===== config.mk =====
export PLATFORM = sky130hd
export DESIGN_NAME = load_store_unit
export DESIGN_NICKNAME = d
export VERILOG_FILES = /design/src/rtl/lsu_pkg.sv /design/src/rtl/lsu_byte_lane.sv /design/src/rtl/load_store_unit.sv
export SDC_FILE = /design/constraint.sdc
export NUM_CORES = 1
export LEC_CHECK = 0
export CAP_MARGIN = 20
export CORE_ASPECT_RATIO = 0.8
export CORE_MARGIN = 5
export CORE_UTILIZATION = 42
export CTS_CLUSTER_DIAMETER = 120
export DETAILED_ROUTE_END_ITERATION = 8
export PLACE_DENSITY = 0.8
export RECOVER_POWER = 50
export SYNTH_ARGS = -nofsm -noshare
export SYNTH_HDL_FRONTEND = slang
export SYNTH_SLANG_ARGS = --single-unit

===== constraint.sdc =====
create_clock -name clk -period 1.5 [get_ports clk]
set_input_delay 0.15 -clock clk [delete_from_list [all_inputs] [get_ports clk]]
set_output_delay 0.15 -clock clk [all_outputs]
set_load 0.01 [all_outputs]

===== src/rtl/lsu_pkg.sv =====
// Shared types and constants for the load/store unit.
// Holds the FSM state encoding, default bus widths and size encodings.
// Imported by load_store_unit and lsu_byte_lane.
package lsu_pkg;

  localparam int LSU_ADDR_W = 8;
  localparam int LSU_DATA_W = 16;

  // Encoding of the client 'size' input.
  localparam logic SIZE_WORD = 1'b0;
  localparam logic SIZE_BYTE = 1'b1;

  typedef enum logic [2:0] {
    IDLE,
    ISSUE,
    WAIT,
    MERGE_WR,
    RESP
  } lsu_state_e;

endpackage


===== src/rtl/lsu_byte_lane.sv =====
// Byte lane extract (loads) and merge (stores) for a 16-bit word.
// Latency: combinational, no state.
// Backpressure: none; pure function of its inputs.
// Ports: word_i = memory word, byte_hi_i = lane select (1 = [15:8]),
//        sign_ext_i = extend bit 7 of the lane, wbyte_i = byte to insert,
//        load_o = extended lane, merge_o = word_i with the lane replaced.
module lsu_byte_lane
  import lsu_pkg::*;
#(
  parameter int DATA_W = LSU_DATA_W
) (
  input  logic [DATA_W-1:0] word_i,
  input  logic              byte_hi_i,
  input  logic              sign_ext_i,
  input  logic [7:0]        wbyte_i,
  output logic [DATA_W-1:0] load_o,
  output logic [DATA_W-1:0] merge_o
);

  logic [7:0] lane;

  always_comb begin
    lane    = byte_hi_i ? word_i[15:8] : word_i[7:0];
    load_o  = {{(DATA_W-8){sign_ext_i & lane[7]}}, lane};
    merge_o = word_i;
    if (byte_hi_i) merge_o[15:8] = wbyte_i;
    else           merge_o[7:0]  = wbyte_i;
  end

endmodule


===== src/rtl/load_store_unit.sv =====
// Load/store unit bridging a single-request client to a synchronous data memory.
// Latency from accept edge to done cycle: word store 2, load 3, byte store 4.
// Backpressure: ready is high only when idle; requests while busy are dropped.
// Ports: client side req/we/addr/wdata/size/byte_hi/sign_ext in, ready/done/rdata out;
//        memory side mem_addr/mem_we/mem_wdata out, mem_rdata in (1-cycle read latency).
// Build option: define LSU_BYTE_EN for byte loads (extract/extend) and byte
// stores (read-modify-write); without it every access is a word access.
module load_store_unit
  import lsu_pkg::*;
#(
  parameter int ADDR_W = LSU_ADDR_W,
  parameter int DATA_W = LSU_DATA_W
) (
  input  logic              clk,
  input  logic              rst,
  input  logic              req,
  input  logic              we,
  input  logic [ADDR_W-1:0] addr,
  input  logic [DATA_W-1:0] wdata,
  input  logic              size,
  input  logic              byte_hi,
  input  logic              sign_ext,
  output logic              ready,
  output logic              done,
  output logic [DATA_W-1:0] rdata,
  output logic [ADDR_W-1:0] mem_addr,
  output logic              mem_we,
  output logic [DATA_W-1:0] mem_wdata,
  input  logic [DATA_W-1:0] mem_rdata
);

  lsu_state_e        state_q;
  logic              ready_q, done_q, mem_we_q;
  logic [ADDR_W-1:0] mem_addr_q;   // doubles as the latched request address
  logic [DATA_W-1:0] mem_wdata_q;  // doubles as the latched store data
  logic [DATA_W-1:0] rdata_q;
  logic              we_q, byte_q, byte_hi_q, sign_ext_q;

  logic              req_byte;       // incoming request is a byte access
  logic [DATA_W-1:0] rdata_d;        // load result taken from the memory word
  logic [DATA_W-1:0] merge_wdata_d;  // read-modify-write word for byte stores

`ifdef LSU_BYTE_EN
  logic [DATA_W-1:0] byte_load_d;

  assign req_byte = (size == SIZE_BYTE);

  lsu_byte_lane #(.DATA_W(DATA_W)) u_byte_lane (
    .word_i    (mem_rdata),
    .byte_hi_i (byte_hi_q),
    .sign_ext_i(sign_ext_q),
    .wbyte_i   (mem_wdata_q[7:0]),
    .load_o    (byte_load_d),
    .merge_o   (merge_wdata_d)
  );

  assign rdata_d = byte_q ? byte_load_d : mem_rdata;
`else
  logic unused_byte_cfg;

  // Byte controls have no effect in a word-only build.
  assign unused_byte_cfg = ^{size, byte_hi, sign_ext, byte_hi_q, sign_ext_q};
  assign req_byte        = 1'b0;
  assign rdata_d         = mem_rdata;
  assign merge_wdata_d   = mem_wdata_q;
`endif

  always_ff @(posedge clk) begin
    if (rst) begin
      state_q     <= IDLE;
      ready_q     <= 1'b1;
      done_q      <= 1'b0;
      mem_we_q    <= 1'b0;
      mem_addr_q  <= '0;
      mem_wdata_q <= '0;
      rdata_q     <= '0;
      we_q        <= 1'b0;
      byte_q      <= 1'b0;
      byte_hi_q   <= 1'b0;
      sign_ext_q  <= 1'b0;
    end else begin
      // Pulsed outputs fall back to 0 unless the transition below sets them.
      done_q   <= 1'b0;
      mem_we_q <= 1'b0;
      case (state_q)
        IDLE: begin
          if (req) begin
            state_q     <= ISSUE;
            ready_q     <= 1'b0;
            we_q        <= we;
            byte_q      <= req_byte;
            byte_hi_q   <= byte_hi;
            sign_ext_q  <= sign_ext;
            mem_addr_q  <= addr;
            mem_wdata_q <= wdata;
            // A word store writes while in ISSUE, so raise the strobe now.
            mem_we_q    <= we & ~req_byte;
          end
        end
        ISSUE: begin
          if (we_q && !byte_q) begin
            state_q <= RESP;
            done_q  <= 1'b1;
          end else begin
            state_q <= WAIT;
          end
        end
        WAIT: begin
          // mem_rdata now holds the word addressed during ISSUE.
          if (we_q) begin
            state_q     <= MERGE_WR;
            mem_we_q    <= 1'b1;
            mem_wdata_q <= merge_wdata_d;
          end else begin
            state_q <= RESP;
            done_q  <= 1'b1;
            rdata_q <= rdata_d;
          end
        end
        MERGE_WR: begin
          state_q <= RESP;
          done_q  <= 1'b1;
        end
        RESP: begin
          state_q <= IDLE;
          ready_q <= 1'b1;
        end
        default: begin
          state_q <= IDLE;
          ready_q <= 1'b1;
        end
      endcase
    end
  end

  assign ready     = ready_q;
  assign done      = done_q;
  assign rdata     = rdata_q;
  assign mem_addr  = mem_addr_q;
  assign mem_we    = mem_we_q;
  assign mem_wdata = mem_wdata_q;

endmodule


Word level (Yosys, flattened, before mapping)
Cells that the tools add are included.
Widths: inputs -> output; s select.
{"block": "totals", "register_bits": 47, "input_bits": 47, "out_inout_bits": 43, "wordCells": 30}
{"block": "op_classes", "n_eq_ne": 4, "muxes": 11, "bitwise": 2, "n_reduce_logical": 5}
{"cell": "$pmux 3 s4", "count": 1}
{"cell": "$mux 3", "count": 3}
{"cell": "$eq 3x2->1 const B", "count": 2}
{"cell": "$reduce_and 2->1", "count": 3}
{"cell": "$mux 1", "count": 4}
{"cell": "$pmux 1 s2", "count": 2}
{"cell": "$eq 3x1->1 const B", "count": 1}
{"cell": "$logic_not 3->1", "count": 1}
{"cell": "$pmux 1 s3", "count": 1}
{"cell": "$reduce_or 3->1", "count": 1}
{"cell": "$ne 2x2->1 const B", "count": 1}
{"cell": "$not 1->1", "count": 2}

Logic depth before layout (Yosys ltp)
Gate-level depths: netlist of the first run.
{"block": "depth", "word_depth": 4, "mapped_depth": 4, "depth_no_buf": 2}

Worst setup path before layout of the first run
OpenSTA, ideal clock, no wires.
{"block": "synth_path", "kind": "register to register", "startpoint": "register state_q[2]", "endpoint": "register mem_addr_q[6] (netlist: mem_addr[6])", "setup_time_ps": 72, "t_arrival_ps": 1133, "required_ps": 1428, "setup_slack_ps": 295, "path_stages_with_launch": 5, "n_path_buf": 2, "synth_period_minus_slack_ps": 1205, "path_cell_list": "dfxtp_1 > nor4b_2 > buf_4 > buf_8 > mux2i_1"}
{"block": "synth_between", "elab_chain_cells": 2}
{"element": "start: declaration", "line_no": "load_store_unit.sv:32", "source": "lsu_state_e state_q;"}
{"element": "start signal: assignment", "line_no": "load_store_unit.sv:70", "source": "state_q <= IDLE;"}
{"element": "start signal: assignment", "line_no": "load_store_unit.sv:88", "source": "state_q <= ISSUE;"}
{"element": "start signal: assignment", "line_no": "load_store_unit.sv:102", "source": "state_q <= RESP;"}
{"element": "$logic_not 3->1", "line_no": "load_store_unit.sv:85", "source": "case (state_q)"}
{"element": "$reduce_and 2->1 (no line)"}
{"element": "end signal: assignment", "line_no": "load_store_unit.sv:94", "source": "mem_addr_q <= addr;"}
{"element": "end: declaration", "line_no": "load_store_unit.sv:34", "source": "logic [ADDR_W-1:0] mem_addr_q;"}
No other way between the ends.
A chain may end at the register's enable or synchronous reset.

Worst setup path in the final report of the first run
{"block": "layout_path", "startpoint": "register rdata_q[15] (netlist: rdata[15])", "endpoint": "output rdata[15]"}
{"element": "start: declaration", "line_no": "load_store_unit.sv:36", "source": "logic [DATA_W-1:0] rdata_q;"}
{"element": "start signal: assignment", "line_no": "load_store_unit.sv:117", "source": "rdata_q <= rdata_d;"}
{"element": "end: declaration", "line_no": "load_store_unit.sv:25", "source": "output logic [DATA_W-1:0] rdata,"}
No word-level cell between the ends.

==> results_dict.tcl, run 1 <==
set metrics [dict create \
    clockBufferDepth 2 \
    worstHoldPathCells 2 \
    grt_usage 0.142 \
    fin_hold_ws_ns 0.248 \
    die_height_um 73.1 \
    crit_arrival_ns 1.24 \
    syn-num-nets 247 \
    drive_above_1_share 0.0664 \
    leakage_nw 1.23 \
    startpoint "rdata[15]" \
    synth_area_leaders "dfxtp_1, nand2b_1, mux2i_1" \
    hold_class "input pin to flip-flop" \
    n_antenna_cell 0 \
    h-tree-depth 2 \
    critPathBufInv 1 \
    yosys.area.top_type "dfxtp_1" \
    grt_first_pass_wirelength_mm 7.29 \
    synth.top_cell.area_share 0.449 \
    syn_area_um2 2090 \
    fmax_ghz 0.720 \
    drt-total-wl_mm 4.44 \
    grt.overflow.total 0 \
    numCtsBuffers 5 \
    grt_pass1_vias 1595 \
    place_ws_ns -0.0451 \
    drt_iter0_markers 39 \
    path_class "flip-flop to output port" \
    dpl.hpwl_mm 3.27 \
    fin_ws_ns 0.111 \
    num_vias 1583 \
    hold_viol 0 \
    fin_crit_ns 1.39 \
    cp_slowest_cell "dlygate4sd3_1" \
    drv_cap 0 \
    whs_endpoint "ready" \
    status "finished clean" \
    drc 0 \
    rsz0062_at_grt "no" \
    root_buffer "clkbuf_8" \
    finClkSkew_ns 0.0120 \
    clkSlewWorstSetupHoldPaths_ns 0.09 \
    clock_sinks 47 \
    finalCritPeriodShare 0.926 \
    cts_setup_buffers 0 \
    r2r.worst_path.cells 3 \
    grt_max_degree 29 \
    die_area_um2 6500 \
    numPortBuffers 86 \
    cts_tree "done" \
    critPathMaxFanout 2 \
    crit_chain "dlygate4sd3_1" \
    cp-end-kind "output port" \
    critical-path-top-delay-family "buffers and inverters" \
    r2r-end "mem_wdata[15]" \
    cp_slowest_stage_delay_ns 0.61 \
    core-area_um2 4920 \
    cp_data_required_time_ns 1.35 \
    boundaryPins 90 \
    synth-seq-cells 47 \
    num_rows 23 \
    relSlewSlack 0.771 \
    dieWidth_um 88.9 \
    viasPerCell 4.55 \
    syn_avg_cell_area_um2 10.5 \
    clock_latency_ns 0.29 \
    synth.distinct_cells 16 \
    syn_inst 200 \
    gp_congestion 0.755 \
    post_drt_wl_per_cell_um 12.7 \
    synth_seq_area_share 0.449 \
    power.density_nw_per_um2 913 \
    yosysWarnings 0 \
    ant_nets 0 \
    antenna_found_initial 0 \
    first_pass_iters 4 \
    rrSetupSlack_ns 0.17 \
    initial_utilization 0.425 \
    setup_viol 0 \
    timing.final.max_slew_violations 0 \
    worstMarginPinSlew_ns 0.343 \
    fin_nets 332 \
    place_inst 340 \
    fin_cells 348 \
    ctsResizeCount 0 \
    min_from "rst" \
    peakVddDrop_uv 608 \
    r2r_start "state_q[2]" \
    area_growth_pct 49.3 \
    holdBufCountCts 0 \
    post-route-util 0.635 \
    startpoint_type "flip-flop" \
]
stage by stage:
step | total power [mW] | cell area [um^2] | setup TNS (ns)
6_report | 2.85 | 3130 | 0
5_1_grt | 3.00 | 3130 | 0
4_1_cts | 2.92 | 3130 | 0
3_5_place_dp | 1.97 | 3010 | -0.0959
3_3_place_gp | 1.96 | 3010 | -0.0256
2_1_floorplan | 1.67 | 2090 | 0
report_power, final:
part	internal, mW	switching (mW)	total, mW
Clock	0.540	0.403	0.942
Sequential	1.32	0.0502	1.37
Combinational	0.342	0.196	0.538
Total	2.21	0.649	2.85
routing by layer:
metal | up-vias | routed length, um | track usage | share of wire
met1 | 713 | 1990 | 0.181 | 0.45
li1 | 818 | - | - | -
met5 | - | 0 | 0 | 0
met3 | 5 | 407 | 0.0519 | 0.092
met4 | 0 | 27 | 0.0298 | 0.0061
met2 | 47 | 2010 | 0.231 | 0.45
cell type report:
class	instances	area [um^2]
Multi-Input combinational cell	139	1070
Timing Repair Buffer	92	923
Clock inverter	2	35.0
Tap cell	62	77.6
Clock buffer	6	82.6
Sequential cell	47	941
Fill cell	407	1800
flip-flops by register name, summed over array words and instances (netlist names):
| signal | count |
|---|---|
| we_q | 1 |
| rdata | 16 |
| state_q | 3 |
| mem_addr | 8 |
| ready | 1 |
| done | 1 |
| mem_wdata | 16 |
| mem_we | 1 |
cells in the mapped netlist:
cell type,number
buf_12,2
nand2b_1,83
nor3_1,2
mux2i_1,42
buf_8,1
a211o_1,1
a211oi_1,1
nand3b_1,2
or3_1,1
dfxtp_1,47
or3b_2,2
clkbuf_1,9
nor4b_2,2
nand2_1,1
buf_4,2
a21oi_1,2
cell usage in the layout (no fill, tap or decap):
master           netlist  final
buf_4                  2      3
clkdlybuf4s50_1        0     61
nor4b_4                0      2
buf_2                  0      1
nor3_1                 2      2
a21oi_1                2      2
clkbuf_8               0      6
dfxtp_1               47     47
bufinv_16              0      1
nand2b_1              83     83
or3_1                  1      1
or3b_2                 2      2
buf_12                 2      2
mux2i_1               42     42
clkinv_2               0      1
nand3b_1               2      2
a211o_1                1      1
clkbuf_2               0      1
a211oi_1               1      1
nand2_1                1      1
dlygate4sd3_1          0     24
worst max path at each step:
| stage | cells after the start | end | slack (ns) |
|---|---|---|---|
| 2_1_floorplan | 4 | mem_addr[6] | 0.30 |
| 3_3_place_gp | 3 | ready | -0.03 |
| 3_5_place_dp | 3 | ready | -0.05 |
| 4_1_cts | 1 | mem_wdata[0] | 0.13 |
| 5_1_grt | 3 | rdata[1] | 0.06 |
| 6_report | 1 | rdata[15] | 0.11 |
logic make-up (layout without fill, tap and decap cells):
family          Yosys count  in the layout  synth area share
compound gates            4              4            0.0126
mux                      42             42             0.201
simple gates             93             93             0.288
buf+inv                  14            100            0.0496
flops                    47             47             0.449
No activity file was read; power rests on OpenSTA's default activity.
==> inputs of run 2 (changes only) <==
--- a/config.mk
+++ b/config.mk
@@ -6,11 +6,11 @@
 export NUM_CORES = 1
 export LEC_CHECK = 0
 export CAP_MARGIN = 20
-export CORE_ASPECT_RATIO = 0.8
 export CORE_MARGIN = 5
 export CORE_UTILIZATION = 42
 export CTS_CLUSTER_DIAMETER = 120
 export DETAILED_ROUTE_END_ITERATION = 8
+export GPL_ROUTABILITY_DRIVEN = 0
 export PLACE_DENSITY = 0.8
 export RECOVER_POWER = 50
 export SYNTH_ARGS = -nofsm -noshare
==> results_dict.tcl, run 2 (synthesis results as in run 1) <==
set metrics [dict create \
    final_cell_mix "nand2b_1, clkdlybuf4s50_1, dfxtp_1" \
    finalCritPeriodShare 0.939 \
    die_height_um 80.6 \
    n_antenna_cell 0 \
    grt_usage 0.144 \
    first_pass_iters 4 \
    grt.overflow.total 0 \
    drt-total-wl_mm 4.48 \
    cp_slowest_cell "dlygate4sd3_1" \
    clkSlewWorstSetupHoldPaths_ns 0.08 \
    boundaryPins 90 \
    area_growth_pct 47.8 \
    clock_latency_ns 0.29 \
    post-route-cell-area_um2 3090 \
    path_class "flip-flop to output port" \
    nFillCells 409 \
    h-tree-depth 2 \
    numPortBuffers 86 \
    ant_nets 0 \
    startpoint_type "flip-flop" \
    hold_viol 0 \
    crit_chain "dlygate4sd3_1" \
    numCtsBuffers 5 \
    antenna_found_initial 0 \
    dieWidth_um 80.6 \
    hold_class "input pin to flip-flop" \
    leakage_nw 1.23 \
    grt_max_degree 31 \
    cp_slowest_stage_delay_ns 0.62 \
    cp_data_required_time_ns 1.35 \
    power.density_nw_per_um2 839 \
    top_layer "met4" \
    worstMarginPinSlew_ns 0.391 \
    post-route-util 0.646 \
    cts_setup_buffers 0 \
    fmax_ghz 0.710 \
    timing.final.max_slew_violations 0 \
    grt_pass1_vias 1597 \
    relSlewSlack 0.739 \
    num_vias 1599 \
    clockBufferDepth 2 \
    critical-path-top-delay-family "buffers and inverters" \
    r2r_start "state_q[2]" \
    wl_met3_um 351 \
    final_common_cell "nand2b_1" \
    initial_utilization 0.437 \
    fin_cells 352 \
    finalSetupTns_ns 0 \
    post_drt_wl_per_cell_um 12.7 \
    drv_cap 0 \
    critPathBufInv 1 \
    ctsResizeCount 0 \
    placed_cell_area_um2 3020 \
    total_power_mw 2.59 \
    status "finished clean" \
    register_area_um2 941 \
    drc 0 \
    min_from "rst" \
    dpl.hpwl_mm 3.30 \
    place_ws_ns -0.00544 \
    grt_first_pass_wirelength_mm 7.32 \
    critPathMaxFanout 2 \
    cp-end-kind "output port" \
    fin_nets 333 \
    fin_ws_ns 0.0911 \
    rrSetupSlack_ns 0.13 \
    rsz0062_at_grt "no" \
    num_rows 25 \
    root_buffer "clkbuf_8" \
    multi_input_area_um2 1070 \
    drt_iter0_markers 34 \
    die_area_um2 6500 \
    cts_tree "done" \
    fin_crit_ns 1.41 \
    met1_length_mm 2.00 \
    setup_viol 0 \
    viasPerCell 4.54 \
    fin_hold_ws_ns 0.269 \
    finClkSkew_ns 0.00503 \
    holdBufCountCts 0 \
    startpoint "mem_wdata[13]" \
    crit_arrival_ns 1.26 \
    route.met2.wl_mm 2.08 \
    peakVddDrop_uv 580 \
    core-area_um2 4790 \
    place_inst 346 \
    clock_sinks 47 \
    drive_above_1_share 0.0561 \
]
[run 2: area by class of cell]
type,instances,area share
clock buffer,6,0.0235
sequential,47,0.304
timing repair buffer,93,0.301
tap,67,0.0271
multi-input combinational,139,0.345
[run 2: power breakdown]
group	internal, mW	switching, mW	leakage [nW]	total [mW]
sequential	1.32	0.0515	0.384	1.38
combinational	0.335	0.194	0.813	0.529
clock	0.311	0.379	0.0371	0.690
[run 2: final timing paths]
path              endpoint  cells after the start
min reg2reg          ready                      1
min             state_q[1]                      2
max          mem_wdata[13]                      1
max reg2reg  mem_wdata[13]                      3
[run 2: metal layers]
metal  global-route usage  up-vias
li1                     -      819
met1                0.166      725
met2                0.246       50
met3               0.0549        5
met4               0.0405        0
met5                    0        -
==> inputs of run 3 (changes only) <==
--- a/config.mk
+++ b/config.mk
@@ -11,6 +11,7 @@
 export CTS_CLUSTER_DIAMETER = 120
 export DETAILED_ROUTE_END_ITERATION = 8
 export GPL_ROUTABILITY_DRIVEN = 0
+export GPL_TIMING_DRIVEN = 0
 export PLACE_DENSITY = 0.8
 export RECOVER_POWER = 50
 export SYNTH_ARGS = -nofsm -noshare
==> results_dict.tcl, run 3 (synthesis results as in run 1) <==
set metrics [dict create \
    worstHoldPathCells 3 \
    numPortBuffers 85 \
    cts_tree "done" \
    finalCritPeriodShare 0.936 \
    cp_slowest_stage_delay_ns 0.62 \
    fin_cells 360 \
    drv_cap 0 \
    placed_cell_area_um2 3030 \
    place_inst 352 \
    fin_nets 339 \
    rrSetupSlack_ns 0.12 \
    clock_sinks 47 \
    drc 0 \
    area_growth_pct 48.5 \
    num_rows 25 \
    nFillCells 405 \
    clkSlewWorstSetupHoldPaths_ns 0.08 \
    cts_setup_buffers 0 \
    dieWidth_um 80.6 \
    clock_latency_ns 0.29 \
    boundaryPins 90 \
    initial_utilization 0.437 \
    finalSetupTns_ns 0 \
    drt-total-wl_mm 4.72 \
    finClkSkew_ns 0.00698 \
    post_drt_wl_per_cell_um 13.1 \
    critical-path-top-delay-family "buffers and inverters" \
    final_cell_mix "nand2b_1, clkdlybuf4s50_1, dfxtp_1" \
    r2r.worst_path.cells 4 \
    critPathMaxFanout 2 \
    status "finished clean" \
    grt_first_pass_wirelength_mm 7.58 \
    drive_above_1_share 0.0512 \
    core-area_um2 4790 \
    power.density_nw_per_um2 850 \
    numCtsBuffers 5 \
    rsz0062_at_grt "no" \
    fmax_ghz 0.712 \
    die_area_um2 6500 \
    n_antenna_cell 0 \
    leakage_nw 1.22 \
    drt_iter0_markers 34 \
    timing.final.max_slew_violations 0 \
    num_vias 1634 \
    hold_viol 0 \
    dpl.hpwl_mm 3.52 \
    hold_class "input pin to flip-flop" \
    path_class "flip-flop to output port" \
    cp_slowest_cell "dlygate4sd3_1" \
    grt_max_degree 14 \
    worstMarginPinSlew_ns 0.390 \
    viasPerCell 4.54 \
    holdBufCountCts 0 \
    root_buffer "clkbuf_8" \
    die_height_um 80.6 \
    relSlewSlack 0.740 \
    crit_arrival_ns 1.25 \
    h-tree-depth 2 \
    post-route-cell-area_um2 3110 \
    grt.overflow.total 0 \
    multi_input_area_um2 1050 \
    peakVddDrop_uv 677 \
    ant_nets 0 \
    grt_usage 0.149 \
    register_area_um2 941 \
    critPathBufInv 1 \
    total_power_mw 2.64 \
    antenna_found_initial 0 \
    min_from "rst" \
    r2r_start "state_q[1]" \
    final_common_cell "nand2b_1" \
    grt_pass1_vias 1652 \
    r2r-end "rdata[10]" \
    cp-end-kind "output port" \
    cp_data_required_time_ns 1.35 \
    whs_endpoint "mem_addr[2]" \
    startpoint_type "flip-flop" \
    fin_crit_ns 1.40 \
    ctsResizeCount 0 \
    setup_viol 0 \
    clockBufferDepth 2 \
    crit_chain "dlygate4sd3_1" \
    first_pass_iters 4 \
]
[run 3: layout make-up]
cell class                 instances  share of cell area
multi-input combinational        139               0.337
timing repair buffer              85               0.274
buffer                            14              0.0334
tap                               67              0.0270
clock buffer                       7              0.0245
clock inverter                     1             0.00161
sequential                        47               0.303
[run 3: worst max path at each step]
stage,from,end,slack (ns),cells past startpoint
final,mem_wdata[3],mem_wdata[3],0.1,1
after global routing,state_q[1],rdata[12],0.01,4
after CTS,state_q[1],rdata[8],0.08,4
after detailed placement,req,mem_wdata[3],-0.08,5
after global placement,req,mem_wdata[5],-0.07,5
after floorplan,state_q[2],mem_addr[6],0.30,4
[run 3: layer usage]
metal,vias to the layer above,GRT usage,wire (um)
met3,7,0.0460,309
met4,0,0.0355,38
met2,53,0.257,2270
met1,743,0.181,2100
li1,831,-,-
met5,-,0,0
[run 3: power breakdown]
group / leakage [nW] / internal (mW) / switching, mW
registers: 0.384 / 1.32 / 0.0470
logic: 0.791 / 0.345 / 0.201
clock network: 0.0422 / 0.328 / 0.397
total: 1.22 / 2.00 / 0.645
[run 3: through the flow]
stage / setup WS, ns / utilization / hold slack (ns)
after global placement: -0.0713 / 0.633 / 0.458
final: 0.0956 / 0.650 / 0.339
after detailed placement: -0.0808 / 0.633 / 0.464
after floorplan: 0.295 / - / 0.296
after global routing: 0.0117 / 0.650 / 0.383
after CTS: 0.0821 / 0.650 / 0.338
